`config.mk`:
```
export PLATFORM = sky130hd
export DESIGN_NAME = pc_unit
export DESIGN_NICKNAME = d
export VERILOG_FILES = /design/src/rtl/pc_unit_pkg.sv /design/src/rtl/pc_redirect_latch.sv /design/src/rtl/pc_unit.sv
export SDC_FILE = /design/constraint.sdc
export NUM_CORES = 1
export LEC_CHECK = 0
export BUFFER_PORTS_ARGS = -buffer_cell sky130_fd_sc_hd__buf_4
export CELL_PAD_IN_SITES_DETAIL_PLACEMENT = 0
export CELL_PAD_IN_SITES_GLOBAL_PLACEMENT = 2
export CORE_UTILIZATION = 36
export CTS_BUF_LIST = sky130_fd_sc_hd__clkbuf_4 sky130_fd_sc_hd__clkbuf_8
export DETAILED_ROUTE_END_ITERATION = 10
export GPL_ROUTABILITY_DRIVEN = 0
export PLACE_DENSITY = 0.91
export SLEW_MARGIN = 25
export SYNTH_ARGS = -nofsm -noshare
export SYNTH_HDL_FRONTEND = slang
export SYNTH_SLANG_ARGS = --single-unit
```
`constraint.sdc`:
```
create_clock -name clock -period 2.65 [get_ports clock]
set_input_delay 0.1325 -clock clock [delete_from_list [all_inputs] [get_ports clock]]
set_output_delay 0.1325 -clock clock [all_outputs]
set_load 0.1 [all_outputs]
```
`src/rtl/pc_unit_pkg.sv`:
```
// Shared core definitions for the program-counter unit.
//   - DEFAULT_XLEN / DEFAULT_STEP : default address width and sequential step
//   - pc_state_e                  : fetch-control state encoding
package pc_unit_pkg;

  localparam int unsigned DEFAULT_XLEN = 32;
  localparam int unsigned DEFAULT_STEP = 4;

  typedef enum logic [1:0] {
    ST_IDLE  = 2'd0,  // out of reset, no fetch issued yet
    ST_FETCH = 2'd1,  // fetch request valid
    ST_FAULT = 2'd2   // misaligned redirect seen, waiting for a trap
  } pc_state_e;

endpackage

```
`src/rtl/pc_redirect_latch.sv`:
```
// Pending-request latch for one request class (trap or redirect).
// Captures a request raised during a stall so it can be applied on resume.
//   clk, rst_n    : clock, asynchronous active-low reset
//   capture       : store capture_addr as pending (a newer capture overwrites)
//   capture_addr  : address that goes with the request
//   clear         : drop the pending request (it was applied or discarded)
//   pend_valid    : a request is pending
//   pend_addr     : address of the pending request
module pc_redirect_latch
  import pc_unit_pkg::*;
#(
  parameter int unsigned XLEN = DEFAULT_XLEN
) (
  input  logic            clk,
  input  logic            rst_n,
  input  logic            capture,
  input  logic [XLEN-1:0] capture_addr,
  input  logic            clear,
  output logic            pend_valid,
  output logic [XLEN-1:0] pend_addr
);

  logic            valid_d, valid_q;
  logic [XLEN-1:0] addr_d,  addr_q;

  always_comb begin
    // NOTE: every output of this block gets a default first so no path leaves
    // it unassigned; otherwise synthesis would infer a latch.
    valid_d = valid_q;
    addr_d  = addr_q;
    if (capture) begin
      valid_d = 1'b1;
      addr_d  = capture_addr;
    end else if (clear) begin
      valid_d = 1'b0;
      addr_d  = '0;
    end
  end

  // NOTE: state is updated with non-blocking assignments so every flop samples
  // the pre-edge value of its inputs, independent of statement order.
  always_ff @(posedge clk or negedge rst_n) begin
    if (!rst_n) begin
      valid_q <= 1'b0;
      addr_q  <= '0;
    end else begin
      valid_q <= valid_d;
      addr_q  <= addr_d;
    end
  end

  assign pend_valid = valid_q;
  assign pend_addr  = addr_q;

endmodule

```
`src/rtl/pc_unit.sv`:
```
// Program-counter unit: sequential fetch addressing with branch redirects,
// trap redirects, global stall, misaligned-redirect fault and a saturating
// redirect counter. All outputs come straight from flops.
//   clock, resetActiveLow : clock, asynchronous active-low reset
//   enable                : pipeline advance (0 = stall, everything holds)
//   fetchReady            : instruction memory accepts the current request
//   redirectValid/Target  : branch/jump redirect request and address
//   trapValid/trapVector  : trap request and handler address
//   programCounter        : current fetch address
//   fetchValid            : fetch request valid (FETCH state)
//   misalignedFault       : misaligned redirect seen (FAULT state)
//   faultAddress          : target of the offending redirect
//   redirectCount         : applied traps + redirects, saturating
module pc_unit
  import pc_unit_pkg::*;
#(
  parameter int unsigned     XLEN         = DEFAULT_XLEN,
  parameter logic [XLEN-1:0] RESET_VECTOR = '0,
  parameter int unsigned     STEP         = DEFAULT_STEP,
  parameter int unsigned     COUNT_W      = 16
) (
  input  logic               clock,
  input  logic               resetActiveLow,
  input  logic               enable,
  input  logic               fetchReady,
  input  logic               redirectValid,
  input  logic [XLEN-1:0]    redirectTarget,
  input  logic               trapValid,
  input  logic [XLEN-1:0]    trapVector,
  output logic [XLEN-1:0]    programCounter,
  output logic               fetchValid,
  output logic               misalignedFault,
  output logic [XLEN-1:0]    faultAddress,
  output logic [COUNT_W-1:0] redirectCount
);

  // STEP is a power of two, so STEP-1 selects exactly the low log2(STEP) bits.
  localparam logic [XLEN-1:0] ALIGN_MASK = XLEN'(STEP - 1);
  localparam logic [XLEN-1:0] STEP_INC   = XLEN'(STEP);

  pc_state_e           state_d, state_q;
  logic [XLEN-1:0]     pc_d, pc_q;
  logic [XLEN-1:0]     fault_addr_d, fault_addr_q;
  logic [COUNT_W-1:0]  count_d, count_q;

  logic                trap_pend, redir_pend;
  logic [XLEN-1:0]     trap_pend_addr, redir_pend_addr;
  logic                trap_clear, redir_clear;
  logic                count_inc;

  // Requests raised while stalled are parked; while enabled they act directly.
  pc_redirect_latch #(.XLEN(XLEN)) u_trap_latch (
    .clk          (clock),
    .rst_n        (resetActiveLow),
    .capture      (!enable && trapValid),
    .capture_addr (trapVector),
    .clear        (trap_clear),
    .pend_valid   (trap_pend),
    .pend_addr    (trap_pend_addr)
  );

  pc_redirect_latch #(.XLEN(XLEN)) u_redir_latch (
    .clk          (clock),
    .rst_n        (resetActiveLow),
    .capture      (!enable && redirectValid),
    .capture_addr (redirectTarget),
    .clear        (redir_clear),
    .pend_valid   (redir_pend),
    .pend_addr    (redir_pend_addr)
  );

  // A live request beats a pending one of the same class.
  logic            trap_req, redir_req;
  logic [XLEN-1:0] trap_addr, redir_addr;

  assign trap_req   = trapValid || trap_pend;
  assign trap_addr  = trapValid ? trapVector : trap_pend_addr;
  assign redir_req  = redirectValid || redir_pend;
  assign redir_addr = redirectValid ? redirectTarget : redir_pend_addr;

  always_comb begin
    state_d      = state_q;
    pc_d         = pc_q;
    fault_addr_d = fault_addr_q;
    count_inc    = 1'b0;
    trap_clear   = 1'b0;
    redir_clear  = 1'b0;

    if (enable) begin
      if (trap_req) begin
        // Trap flushes everything, including any redirect waiting behind it.
        pc_d        = trap_addr & ~ALIGN_MASK;
        state_d     = ST_FETCH;
        count_inc   = 1'b1;
        trap_clear  = 1'b1;
        redir_clear = 1'b1;
      end else if (redir_req) begin
        // The redirect is consumed either way; in FAULT it is simply dropped.
        redir_clear = 1'b1;
        if (state_q != ST_FAULT) begin
          count_inc = 1'b1;
          if ((redir_addr & ALIGN_MASK) == '0) begin
            pc_d    = redir_addr;
            state_d = ST_FETCH;
          end else begin
            state_d      = ST_FAULT;
            fault_addr_d = redir_addr;
          end
        end
      end else if (state_q == ST_IDLE) begin
        state_d = ST_FETCH;
      end else if (state_q == ST_FETCH && fetchReady) begin
        pc_d = pc_q + STEP_INC;  // wraps modulo 2^XLEN
      end
    end

    count_d = (count_inc && count_q != '1) ? count_q + COUNT_W'(1) : count_q;
  end

  always_ff @(posedge clock or negedge resetActiveLow) begin
    if (!resetActiveLow) begin
      state_q      <= ST_IDLE;
      pc_q         <= RESET_VECTOR;
      fault_addr_q <= '0;
      count_q      <= '0;
    end else begin
      state_q      <= state_d;
      pc_q         <= pc_d;
      fault_addr_q <= fault_addr_d;
      count_q      <= count_d;
    end
  end

  assign programCounter  = pc_q;
  assign fetchValid      = (state_q == ST_FETCH);
  assign misalignedFault = (state_q == ST_FAULT);
  assign faultAddress    = fault_addr_q;
  assign redirectCount   = count_q;

endmodule
```
==> tab_implementation.tex, run 1 <==
\begin{tabular}{lr}
\hline
Metric & Value \\
\hline
\multicolumn{2}{l}{\textbf{Status}} \\
Outcome & completed \\
\multicolumn{2}{l}{\textbf{Clocking}} \\
Number of setup buffers added after CTS & 0 \\
Clock transition at the register clock pins on the worst setup and hold paths after CTS & 80 ps \\
Number of sinks handled by clock tree synthesis & 146 \\
CTS tree & done \\
Inserted Clock Buffers & 17 \\
Insertion delay of the later-clocked pin in the worst-skew pair & 450 ps \\
Root buffer selected by CTS & clkbuf\_8 \\
Clock buffer depth & 2 \\
Count of cells resized by post-cts repair & 0 \\
H-tree depth reported by CTS & 4 \\
\multicolumn{2}{l}{\textbf{Yosys}} \\
Sequential fraction of the synthesis area & 0.4961 \\
Main area contributors after synthesis & dfrtp\_1, a22o\_1, o21ai\_0 \\
Post-synth top area share & 0.4961 \\
Top cell type by total area after synthesis & dfrtp\_1 \\
Net Count, Synth & 787 \\
Summed instance area of the synthesized netlist & 7365 sq um \\
Top cells by instance count after synthesis & dfrtp\_1, o21ai\_0, nand2\_1, a22o\_1, mux2i\_1 \\
Post-synth EDFFs & 0 \\
Share of flip-flops with an asynchronous set or reset after synthesis & 1.000 \\
Most frequently used flop master after synthesis & dfrtp\_1 \\
Library cell with the highest instance count after synthesis & dfrtp\_1 \\
Total of warnings raised by yosys & 0 \\
Number of flip-flops and latches in the synthesized netlist & 146 \\
Library cells used by synthesis & 57 \\
Synthesized area per cell & 10.30 sq um \\
Cells after Synth & 715 \\
\multicolumn{2}{l}{\textbf{Die}} \\
IO Pins & 152 \\
Number of rows created at floorplan & 51 \\
Standard cell core area & 19780 sq um \\
Die Y-Extent & 145.0 microns \\
Total Die Area & 21030 sq um \\
Initial standard-cell utilization of the core & 0.3723 \\
Die W & 145.0 microns \\
\multicolumn{2}{l}{\textbf{Detailed routing}} \\
Number of iterations in the first detailed-routing pass & 5 \\
Final WL & 21.95 mm \\
Count of antenna-violating nets left after detailed routing & 0 \\
DRC errors left & 0 \\
Average vias per placed instance & 5.436 \\
Average wire per cell in the routed design & 18.47 microns \\
Number of DRC markers in iteration 0 & 539 \\
Via count & 6458 \\
\multicolumn{2}{l}{\textbf{Global routing}} \\
Overall routing resource usage & 0.2106 \\
Antenna violations before repair & 0 \\
Residual overflow from global routing & 0 \\
Vias in the first global route & 6154 \\
Global-route wire length before repair & 34.90 mm \\
Maximum number of pins on one net before global-route repair & 65 \\
\multicolumn{2}{l}{\textbf{Timing}} \\
Highest attainable clock frequency & 0.4550 GHz \\
Final number of setup-violating endpoints & 0 \\
Final period demand of the worst path & 2198 ps \\
Aggregate negative setup slack & 0 ps \\
Final Hold Viols & 0 \\
Actual transition at the worst max-transition pin & 881.3 ps \\
Post-Route Skew & 13.70 ps \\
Part of the cycle the worst path needs & 0.8293 \\
Max Slew Vio Count & 0 \\
RSZ-0062 raised after global routing & no \\
Max-slew headroom & 0.4113 \\
\multicolumn{2}{l}{\textbf{Placement}} \\
Post-detail-place hpwl & 14.92 mm \\
Total of buffers placed on input and output ports & 149 \\
\multicolumn{2}{l}{\textbf{Finish}} \\
Antenna fix cells & 0 \\
Area Growth Syn to Fin & 33.83\% \\
Number of nets in the layout & 982 \\
Share of final-layout standard cells stronger than drive strength 1 & 0.2557 \\
\multicolumn{2}{l}{\textbf{Worst setup path}} \\
Required time reported for the critical path endpoint & 3020 ps \\
Worst Path Class, Setup & reg -> reg \\
Type of origin of the critical path & register \\
Arrival time of data at the critical path endpoint & 2570 ps \\
Crit path capture type & register \\
Peak fanout along the critical path & 12 \\
\multicolumn{2}{l}{\textbf{Run}} \\
Max-cap violations & 0 \\
\multicolumn{2}{l}{\textbf{Power and ir drop}} \\
Leakage power & 4.453 nW \\
Total power draw & 8.672 mW \\
Power density normalized to cell area & 879.8 nW/um\^{}2 \\
Peak supply drop & 0.7403 mV \\
\multicolumn{2}{l}{\textbf{Min path}} \\
Path type of the worst min-delay path & in -> reg \\
\hline
\end{tabular}
critical path: stages, from the launching register on:
cell and delay, ps:
dfrtp_1 460, ha_1 260, nand3_1 160, nor4_2 330, buf_4 250, and2_1 340, a41oi_1 150, o21ai_0 160
sequential cells by signal, summed over array words and instances (netlist names):
name,flops
u_redir_latch.pend_valid,1
faultAddress,32
u_trap_latch.pend_addr,30
state_q,2
u_trap_latch.pend_valid,1
redirectCount,16
u_redir_latch.pend_addr,32
programCounter,32
cell families after synthesis:
family	share of synthesized area
AOI/OAI and AO/OA	0.2339
and+or+nand+nor	0.1291
buffers and inverters	0.04468
adders and majority gates	0.003397
DFF	0.4961
xor gates and xnor gates	0.01546
muxes	0.07730
placed cells by master, fill, tap and decap left out, drive strengths merged, types with 10 or more instances in the layout:
master,synthesis,routed
mux2,19,19
clkbuf,30,20
dfrtp,146,146
a31oi,13,13
a221oi,19,19
dlygate4sd3,0,58
buf,27,175
a22o,53,53
nor2b,18,18
mux2i,34,34
nand4,14,14
a222oi,10,10
nand2,65,65
nor2,28,28
xnor2,11,11
nand3,15,15
inv,13,16
o21ai,76,76
a21oi,23,23
area by class of cell:
class                           instances  area (sq um)
Clock buffer                           20         262.8
Multi-Input combinational cell        498          3406
Inverter                               14         52.55
Fill cell                            1807          9926
Sequential cell                       146          3654
Clock inverter                         12         226.5
Timing Repair Buffer                  233          1923
Tap cell                              265         331.6
metal layers:
layer,GRT usage,routed length (microns)
met4,0.05213,237
met1,0.2827,9757
met2,0.3462,10860
met3,0.04245,1092
met5,0,0
worst paths after layout:
kind                                         from  cells after the start  slack [ps]                   endpoint
worst min register to register   faultAddress[27]                      2         490           faultAddress[27]
worst max register to register  programCounter[2]                      7         450         programCounter[20]
min in group asynchronous          resetActiveLow                      2         230           faultAddress[19]
max in group asynchronous          resetActiveLow                      3        1640  u_trap_latch.pend_addr[6]
worst min-delay path                trapVector[4]                      3          20  u_trap_latch.pend_addr[4]
worst max-delay path            programCounter[2]                      7         450         programCounter[20]
power by group:
part,switching (mW),total (mW),internal (mW)
Combinational,2.70,3.56,0.865
Clock,0.898,2.17,1.27
Sequential,0.363,2.94,2.58
Total,3.96,8.67,4.71
stage by stage:
stage / cells / setup WS (ps) / hold WS, ps / area (sq um) / utilization
floorplan: 715 / 25.69 / -163.1 / 7370 / -
global placement: 1098 / 529.5 / 161.1 / 8786 / 0.4441
detailed placement: 1098 / 457.2 / 159.6 / 8786 / 0.4441
CTS: 1188 / 464.4 / 3.778 / 9856 / 0.4982
global route: 1188 / 273.8 / 36.83 / 9856 / 0.4982
finish: 1188 / 452.3 / 22.68 / 9856 / 0.4982
repair_timing:
item | CTS | global route
hold buffers | 58 | 0
setup endpoints to repair | 0 | 0
hold endpoints to repair | 127 | 0
Power figures use the tool's default switching activity.
==> run 2, diff against run 1 <==
--- a/config.mk
+++ b/config.mk
@@ -5,14 +5,15 @@
 export SDC_FILE = /design/constraint.sdc
 export NUM_CORES = 1
 export LEC_CHECK = 0
+export ABC_AREA = 1
 export BUFFER_PORTS_ARGS = -buffer_cell sky130_fd_sc_hd__buf_4
 export CELL_PAD_IN_SITES_DETAIL_PLACEMENT = 0
 export CELL_PAD_IN_SITES_GLOBAL_PLACEMENT = 2
-export CORE_UTILIZATION = 36
+export CORE_UTILIZATION = 29
 export CTS_BUF_LIST = sky130_fd_sc_hd__clkbuf_4 sky130_fd_sc_hd__clkbuf_8
 export DETAILED_ROUTE_END_ITERATION = 10
 export GPL_ROUTABILITY_DRIVEN = 0
-export PLACE_DENSITY = 0.91
+export PLACE_DENSITY = 0.87
 export SLEW_MARGIN = 25
 export SYNTH_ARGS = -nofsm -noshare
 export SYNTH_HDL_FRONTEND = slang
==> constraint.sdc (replaced) <==
create_clock -name clock -period 1.9 [get_ports clock]
set_input_delay 0.095 -clock clock [delete_from_list [all_inputs] [get_ports clock]]
set_output_delay 0.095 -clock clock [all_outputs]
set_load 0.1 [all_outputs]
==> tab_implementation.tex, run 2 <==
\begin{tabular}{lr}
\hline
Metric & Value \\
\hline
\multicolumn{2}{l}{\textbf{Yosys}} \\
Total of warnings raised by yosys & 0 \\
Most frequently used flop master after synthesis & dfrtp\_1 \\
Cells after Synth & 1130 \\
Post-synth EDFFs & 0 \\
Number of flip-flops and latches in the synthesized netlist & 146 \\
Net Count, Synth & 1202 \\
Top cells by instance count after synthesis & nand2\_1, dfrtp\_1, o21ai\_0, nor2\_1, inv\_1 \\
Sequential fraction of the synthesis area & 0.4560 \\
Post-synth top area share & 0.4560 \\
Share of flip-flops with an asynchronous set or reset after synthesis & 1.000 \\
Library cells used by synthesis & 36 \\
Top cell type by total area after synthesis & dfrtp\_1 \\
Main area contributors after synthesis & dfrtp\_1, nand2\_1, o21ai\_0 \\
Summed instance area of the synthesized netlist & 8011 sq um \\
Library cell with the highest instance count after synthesis & nand2\_1 \\
Synthesized area per cell & 7.090 sq um \\
\multicolumn{2}{l}{\textbf{Clocking}} \\
Clock buffer depth & 2 \\
H-tree depth reported by CTS & 4 \\
Root buffer selected by CTS & clkbuf\_8 \\
Number of sinks handled by clock tree synthesis & 146 \\
Inserted Clock Buffers & 17 \\
Clock transition at the register clock pins on the worst setup and hold paths after CTS & 90 ps \\
CTS tree & done \\
Insertion delay of the later-clocked pin in the worst-skew pair & 460 ps \\
\multicolumn{2}{l}{\textbf{Power and ir drop}} \\
Peak supply drop & 1.244 mV \\
Leakage power & 5.145 nW \\
Total power draw & 12.12 mW \\
Power density normalized to cell area & 1122 nW/um\^{}2 \\
\multicolumn{2}{l}{\textbf{Worst setup path}} \\
Required time reported for the critical path endpoint & 2300 ps \\
Crit path capture type & register \\
Peak fanout along the critical path & 17 \\
CP cell instances & nor2\_2, nand2\_4, inv\_2, o21ai\_1, nand3\_2, nor2\_4, inv\_2, buf\_4, nand2\_1, nand2\_1 \\
Type of origin of the critical path & register \\
Delay of the slowest critical-path stage & 430 ps \\
Crit path max-delay cell type & dfrtp\_1 \\
Arrival time of data at the critical path endpoint & 2090 ps \\
Worst Path Class, Setup & reg -> reg \\
\multicolumn{2}{l}{\textbf{Timing}} \\
Post-Route Skew & 15.87 ps \\
Aggregate negative setup slack & 0 ps \\
Part of the cycle the worst path needs & 0.8926 \\
Final number of setup-violating endpoints & 0 \\
Highest attainable clock frequency & 0.5897 GHz \\
Final period demand of the worst path & 1696 ps \\
Max-slew headroom & 0.6270 \\
RSZ-0062 raised after global routing & no \\
Max Slew Vio Count & 0 \\
Actual transition at the worst max-transition pin & 553.7 ps \\
Final Hold Viols & 0 \\
\multicolumn{2}{l}{\textbf{Global routing}} \\
Residual overflow from global routing & 0 \\
Vias in the first global route & 7706 \\
Maximum number of pins on one net before global-route repair & 71 \\
Overall routing resource usage & 0.1982 \\
Global-route wire length before repair & 43.29 mm \\
Antenna violations before repair & 0 \\
\multicolumn{2}{l}{\textbf{Detailed routing}} \\
Via count & 8031 \\
Average wire per cell in the routed design & 15.92 microns \\
Count of antenna-violating nets left after detailed routing & 0 \\
Final WL & 27.13 mm \\
Average vias per placed instance & 4.713 \\
Number of DRC markers in iteration 0 & 593 \\
DRC errors left & 0 \\
Number of iterations in the first detailed-routing pass & 7 \\
\multicolumn{2}{l}{\textbf{Min path}} \\
Path type of the worst min-delay path & in -> async \\
\multicolumn{2}{l}{\textbf{Finish}} \\
Commonest non-fill, non-tap cell in the layout & nand2\_1 \\
Antenna fix cells & 0 \\
Number of nets in the layout & 1423 \\
Filler cells & 2857 \\
Post-layout util & 0.3997 \\
Share of final-layout standard cells stronger than drive strength 1 & 0.1988 \\
Area Growth Syn to Fin & 34.83\% \\
Commonest cells after routing, fill and taps aside & nand2\_1, buf\_4, o21ai\_0 \\
\multicolumn{2}{l}{\textbf{Die}} \\
Total Die Area & 28290 sq um \\
Die Y-Extent & 168.2 microns \\
IO Pins & 152 \\
Initial standard-cell utilization of the core & 0.2964 \\
Standard cell core area & 27030 sq um \\
Number of rows created at floorplan & 60 \\
Die W & 168.2 microns \\
\multicolumn{2}{l}{\textbf{Placement}} \\
Total of buffers placed on input and output ports & 149 \\
Post-detail-place hpwl & 19.76 mm \\
\multicolumn{2}{l}{\textbf{Run}} \\
Max-cap violations & 0 \\
\multicolumn{2}{l}{\textbf{Status}} \\
Outcome & completed \\
\hline
\end{tabular}
[run 2: cell types whose count changed after synthesis, moves of 12 or more]
cell	change
a221oi_1	-19
nor2b_1	-18
nand2_1	+285
nand3_1	+80
o21ai_0	+60
inv_1	+99
a22o_1	-53
mux2i_1	-34
nor2_1	+104
a31oi_1	-12
mux2_2	-15
[run 2: cell type report]
cell class	count	area, sq um	area share
clock buffer	22	277.8	0.02572
tap	341	426.7	0.03950
sequential	146	3690	0.3416
clock inverter	9	110.1	0.01019
multi-input combinational	814	3689	0.3415
timing repair buffer	254	2163	0.2003
inverter	118	445.4	0.04124
[run 2: worst paths after layout]
kind,startpoint,to,slack [ps],cells past startpoint
setup / recovery,u_trap_latch.pend_valid,faultAddress[10],200,10
hold / removal,resetActiveLow,redirectCount[0],90,2
setup reg to reg,u_trap_latch.pend_valid,faultAddress[10],200,10
hold reg to reg,faultAddress[6],faultAddress[6],480,2
max in group asynchronous,resetActiveLow,programCounter[13],1190,3
min in group clock,redirectValid,faultAddress[0],100,5
[run 2: cell families (layout without fill, tap and decap cells)]
kind of cell    after synthesis  count (layout)  synth area share
fa+ha+maj                     2               2          0.003123
simple gates                602             602            0.3091
flops                       146             146            0.4560
buf+inv                     170             403           0.08699
xor+xnor                     14              14           0.01530
compound gates              196             196            0.1295
[run 2: critical path, delay by kind of cell, from the launching register on]
family          cells  cell delay, ps
compound gates      1              80
buf+inv             3             520
flops               1             430
simple gates        6             620
[run 2: power breakdown]
part	internal (mW)	switching (mW)	leakage (nW)
Combinational	1.21	4.22	3.11
Clock	1.25	1.27	0.193
Sequential	3.64	0.524	1.84
[run 2: timing repair]
item / CTS / global route
gates resized for setup: 0 / 6
endpoints found under the hold margin: 212 / 0
hold buffers: 66 / 0
buffers inserted: 0 / 1
setup endpoints to repair: 0 / 14
[run 2: per-layer routing]
layer / up-vias / routed length, microns / track usage
met4: 0 / 344 / 0.04862
met5: - / 0 / 0
met1: 3791 / 12540 / 0.2612
met2: 188 / 13310 / 0.3428
met3: 18 / 934 / 0.02562
li1: 4034 / - / -
[run 2: through the flow]
step | setup slack (ps) | std cells | cell area [sq um] | hold slack [ps]
global placement | 217.2 | 1606 | 9733 | 12.06
floorplan | 3.660 | 1130 | 8066 | -200.6
finish | 204.1 | 1704 | 10800 | 89.01
CTS | 173.2 | 1703 | 10780 | 83.27
detailed placement | 196.5 | 1606 | 9733 | 18.35
global route | 30.09 | 1704 | 10800 | 85.19
==> run 3, diff against run 2 <==
--- a/config.mk
+++ b/config.mk
@@ -14,6 +14,7 @@
 export DETAILED_ROUTE_END_ITERATION = 10
 export GPL_ROUTABILITY_DRIVEN = 0
 export PLACE_DENSITY = 0.87
+export RECOVER_POWER = 25
 export SLEW_MARGIN = 25
 export SYNTH_ARGS = -nofsm -noshare
 export SYNTH_HDL_FRONTEND = slang
==> constraint.sdc (replaced) <==
create_clock -name clock -period 1.4 [get_ports clock]
set_input_delay 0.07 -clock clock [delete_from_list [all_inputs] [get_ports clock]]
set_output_delay 0.07 -clock clock [all_outputs]
set_load 0.1 [all_outputs]
==> tab_implementation.tex, run 3 (same netlist as run 2, synthesis figures left out) <==
\begin{tabular}{lr}
\hline
Metric & Value \\
\hline
\multicolumn{2}{l}{\textbf{Finish}} \\
Commonest cells after routing, fill and taps aside & nand2\_1, buf\_4, dfrtp\_1 \\
Antenna fix cells & 0 \\
Commonest non-fill, non-tap cell in the layout & nand2\_1 \\
Number of nets in the layout & 1563 \\
Area Growth Syn to Fin & 62.36\% \\
Share of final-layout standard cells stronger than drive strength 1 & 0.3810 \\
Design Area, Final & 13010 sq um \\
Post-layout util & 0.4813 \\
\multicolumn{2}{l}{\textbf{Detailed routing}} \\
DRC errors left & 0 \\
Average wire per cell in the routed design & 15.86 microns \\
Via count & 8642 \\
Number of iterations in the first detailed-routing pass & 5 \\
Count of antenna-violating nets left after detailed routing & 0 \\
Average vias per placed instance & 4.684 \\
Number of DRC markers in iteration 0 & 500 \\
Final WL & 29.27 mm \\
\multicolumn{2}{l}{\textbf{Global routing}} \\
Global Route met3 Usage & 0.03150 \\
Overall routing resource usage & 0.2048 \\
Vias in the first global route & 8230 \\
Global-route wire length before repair & 44.90 mm \\
Antenna violations before repair & 0 \\
Residual overflow from global routing & 0 \\
Met2 GRT Util & 0.3310 \\
Busiest metal layer after global routing & met2 \\
Met1 Usage GRT & 0.2863 \\
Maximum number of pins on one net before global-route repair & 63 \\
\multicolumn{2}{l}{\textbf{Timing}} \\
Final period demand of the worst path & 1547 ps \\
Final number of setup-violating endpoints & 79 \\
Worst slack on hold paths & 77.89 ps \\
Part of the cycle the worst path needs & 1.105 \\
Final Hold Viols & 0 \\
Final setup margin & -147.0 ps \\
Max Slew Vio Count & 0 \\
RSZ-0062 raised after global routing & yes \\
Max-slew headroom & 0.3128 \\
Highest attainable clock frequency & 0.6464 GHz \\
Post-Route Skew & 23.04 ps \\
Actual transition at the worst max-transition pin & 1031 ps \\
\multicolumn{2}{l}{\textbf{Status}} \\
Violated checks & negative setup slack \\
Outcome & finished, violations left \\
\multicolumn{2}{l}{\textbf{Worst setup path}} \\
Capture point of the worst reg-to-reg path & faultAddress[24] \\
Length in cells of the worst reg-to-reg path & 9 \\
Arrival time of data at the critical path endpoint & 1940 ps \\
Crit path max-delay cell type & dfrtp\_1 \\
Peak fanout along the critical path & 7 \\
Worst Path Class, Setup & reg -> reg \\
Most repeated library cell on the critical path & nor2\_4 \\
CP cell instances & nor2\_4, nor2\_8, nand2\_4, nand3\_2, nor2\_4, buf\_6, clkbuf\_16, nand2\_2, nand2\_1 \\
Type of origin of the critical path & register \\
Slack of the worst reg-to-reg path & -150 ps \\
Crit-path leading delay family & simple AND/OR/NAND/NOR gates \\
Origin of the critical flop-to-flop path & u\_redir\_latch.pend\_valid \\
Required time reported for the critical path endpoint & 1790 ps \\
Delay of the slowest critical-path stage & 410 ps \\
Crit path capture type & register \\
Worst path buffer plus inverter count & 2 \\
\multicolumn{2}{l}{\textbf{Die}} \\
Total Die Area & 28290 sq um \\
Initial standard-cell utilization of the core & 0.2964 \\
Standard cell core area & 27030 sq um \\
Die W & 168.2 microns \\
Die Y-Extent & 168.2 microns \\
Number of rows created at floorplan & 60 \\
IO Pins & 152 \\
\multicolumn{2}{l}{\textbf{Min path}} \\
Worst min-delay path endpoint & u\_trap\_latch.pend\_valid \\
Path type of the worst min-delay path & in -> reg \\
Worst Min Path Start & trapValid \\
Hold depth & 4 \\
\multicolumn{2}{l}{\textbf{Clocking}} \\
H-tree depth reported by CTS & 4 \\
Clock transition at the register clock pins on the worst setup and hold paths after CTS & 90 ps \\
Inserted Clock Buffers & 17 \\
Insertion delay of the later-clocked pin in the worst-skew pair & 460 ps \\
Clock buffer depth & 2 \\
CTS tree & done \\
Number of sinks handled by clock tree synthesis & 146 \\
Root buffer selected by CTS & clkbuf\_8 \\
\multicolumn{2}{l}{\textbf{Run}} \\
Max-cap violations & 0 \\
\multicolumn{2}{l}{\textbf{Power and ir drop}} \\
Peak supply drop & 1.332 mV \\
Power density normalized to cell area & 1427 nW/um\^{}2 \\
Leakage power & 6.208 nW \\
\multicolumn{2}{l}{\textbf{Placement}} \\
Post-detail-place hpwl & 20.51 mm \\
Placed Area & 10750 sq um \\
Total of buffers placed on input and output ports & 149 \\
\hline
\end{tabular}
-- run 3: cell types whose count changed in the layout (fill, tap and decap cells not counted), sizes merged --
| cell | before | now |
|---|---|---|
| clkinvlp | 3 | 0 |
| dlygate4sd3 | 66 | 64 |
| clkinv | 3 | 1 |
| inv | 119 | 128 |
| buf | 188 | 325 |
| bufinv | 2 | 4 |
-- run 3: metal layers --
metal / up-vias / part of all wire / routed length, microns
met1: 4052 / 0.47 / 13750
met4: 0 / 0.014 / 410
met3: 30 / 0.043 / 1245
met2: 227 / 0.47 / 13860
li1: 4333 / - / -
met5: - / 0 / 0
-- run 3: worst max-delay path by stage --
stage | start | endpoint | slack (ps) | cells after the start
after global placement | u_redir_latch.pend_valid | programCounter[22] | -220 | 9
after global routing | redirectCount[1] | redirectCount[4] | -250 | 9
final | u_redir_latch.pend_valid | faultAddress[24] | -150 | 9
after floorplan | state_q[0] | programCounter[14] | -440 | 10
after detailed placement | u_redir_latch.pend_valid | programCounter[26] | -240 | 9
after CTS | state_q[0] | misalignedFault | -170 | 4
-- run 3: cell type report --
class	count	area [sq um]
repair buffers	394	3616
multi-input cells	814	4320
clock buffers	17	234.0
fillers	2694	14020
flip-flops and latches	146	3721
well taps	341	426.7
clock inverters	15	229.0
inverters	118	460.4
-- run 3: repair_timing --
item                                    CTS  global route
gates resized for setup                 130           162
buffers inserted                          8            17
hold buffers                             64             0
hold endpoints to repair                222             0
endpoints found under the setup margin  102           124
pin swaps                                16            50
cloned                                    6             5
-- run 3: worst min-delay path: cells and delay by family --
kind	cells	cell delay [ps]
buffers and inverters	2	270
and+or+nand+nor	2	150
-- run 3: metrics by stage --
| stage | total power [mW] | TNS, ps | cells | setup WS, ps |
|---|---|---|---|---|
| final | 18.56 | -8284 | 1845 | -147.0 |
| after global routing | 19.40 | -15440 | 1845 | -247.1 |
| after CTS | 18.24 | -8153 | 1832 | -170.5 |
| after floorplan | 11.09 | -29690 | 1130 | -444.6 |
| after global placement | 13.60 | -6992 | 1722 | -218.4 |
| after detailed placement | 13.65 | -9240 | 1722 | -241.9 |
-- run 3: power by group --
part	switching [mW]	total [mW]	internal [mW]	leakage [nW]
clock network	1.93	3.97	2.04	0.236
registers	0.624	5.59	4.96	1.82
logic	6.35	9.00	2.65	4.15
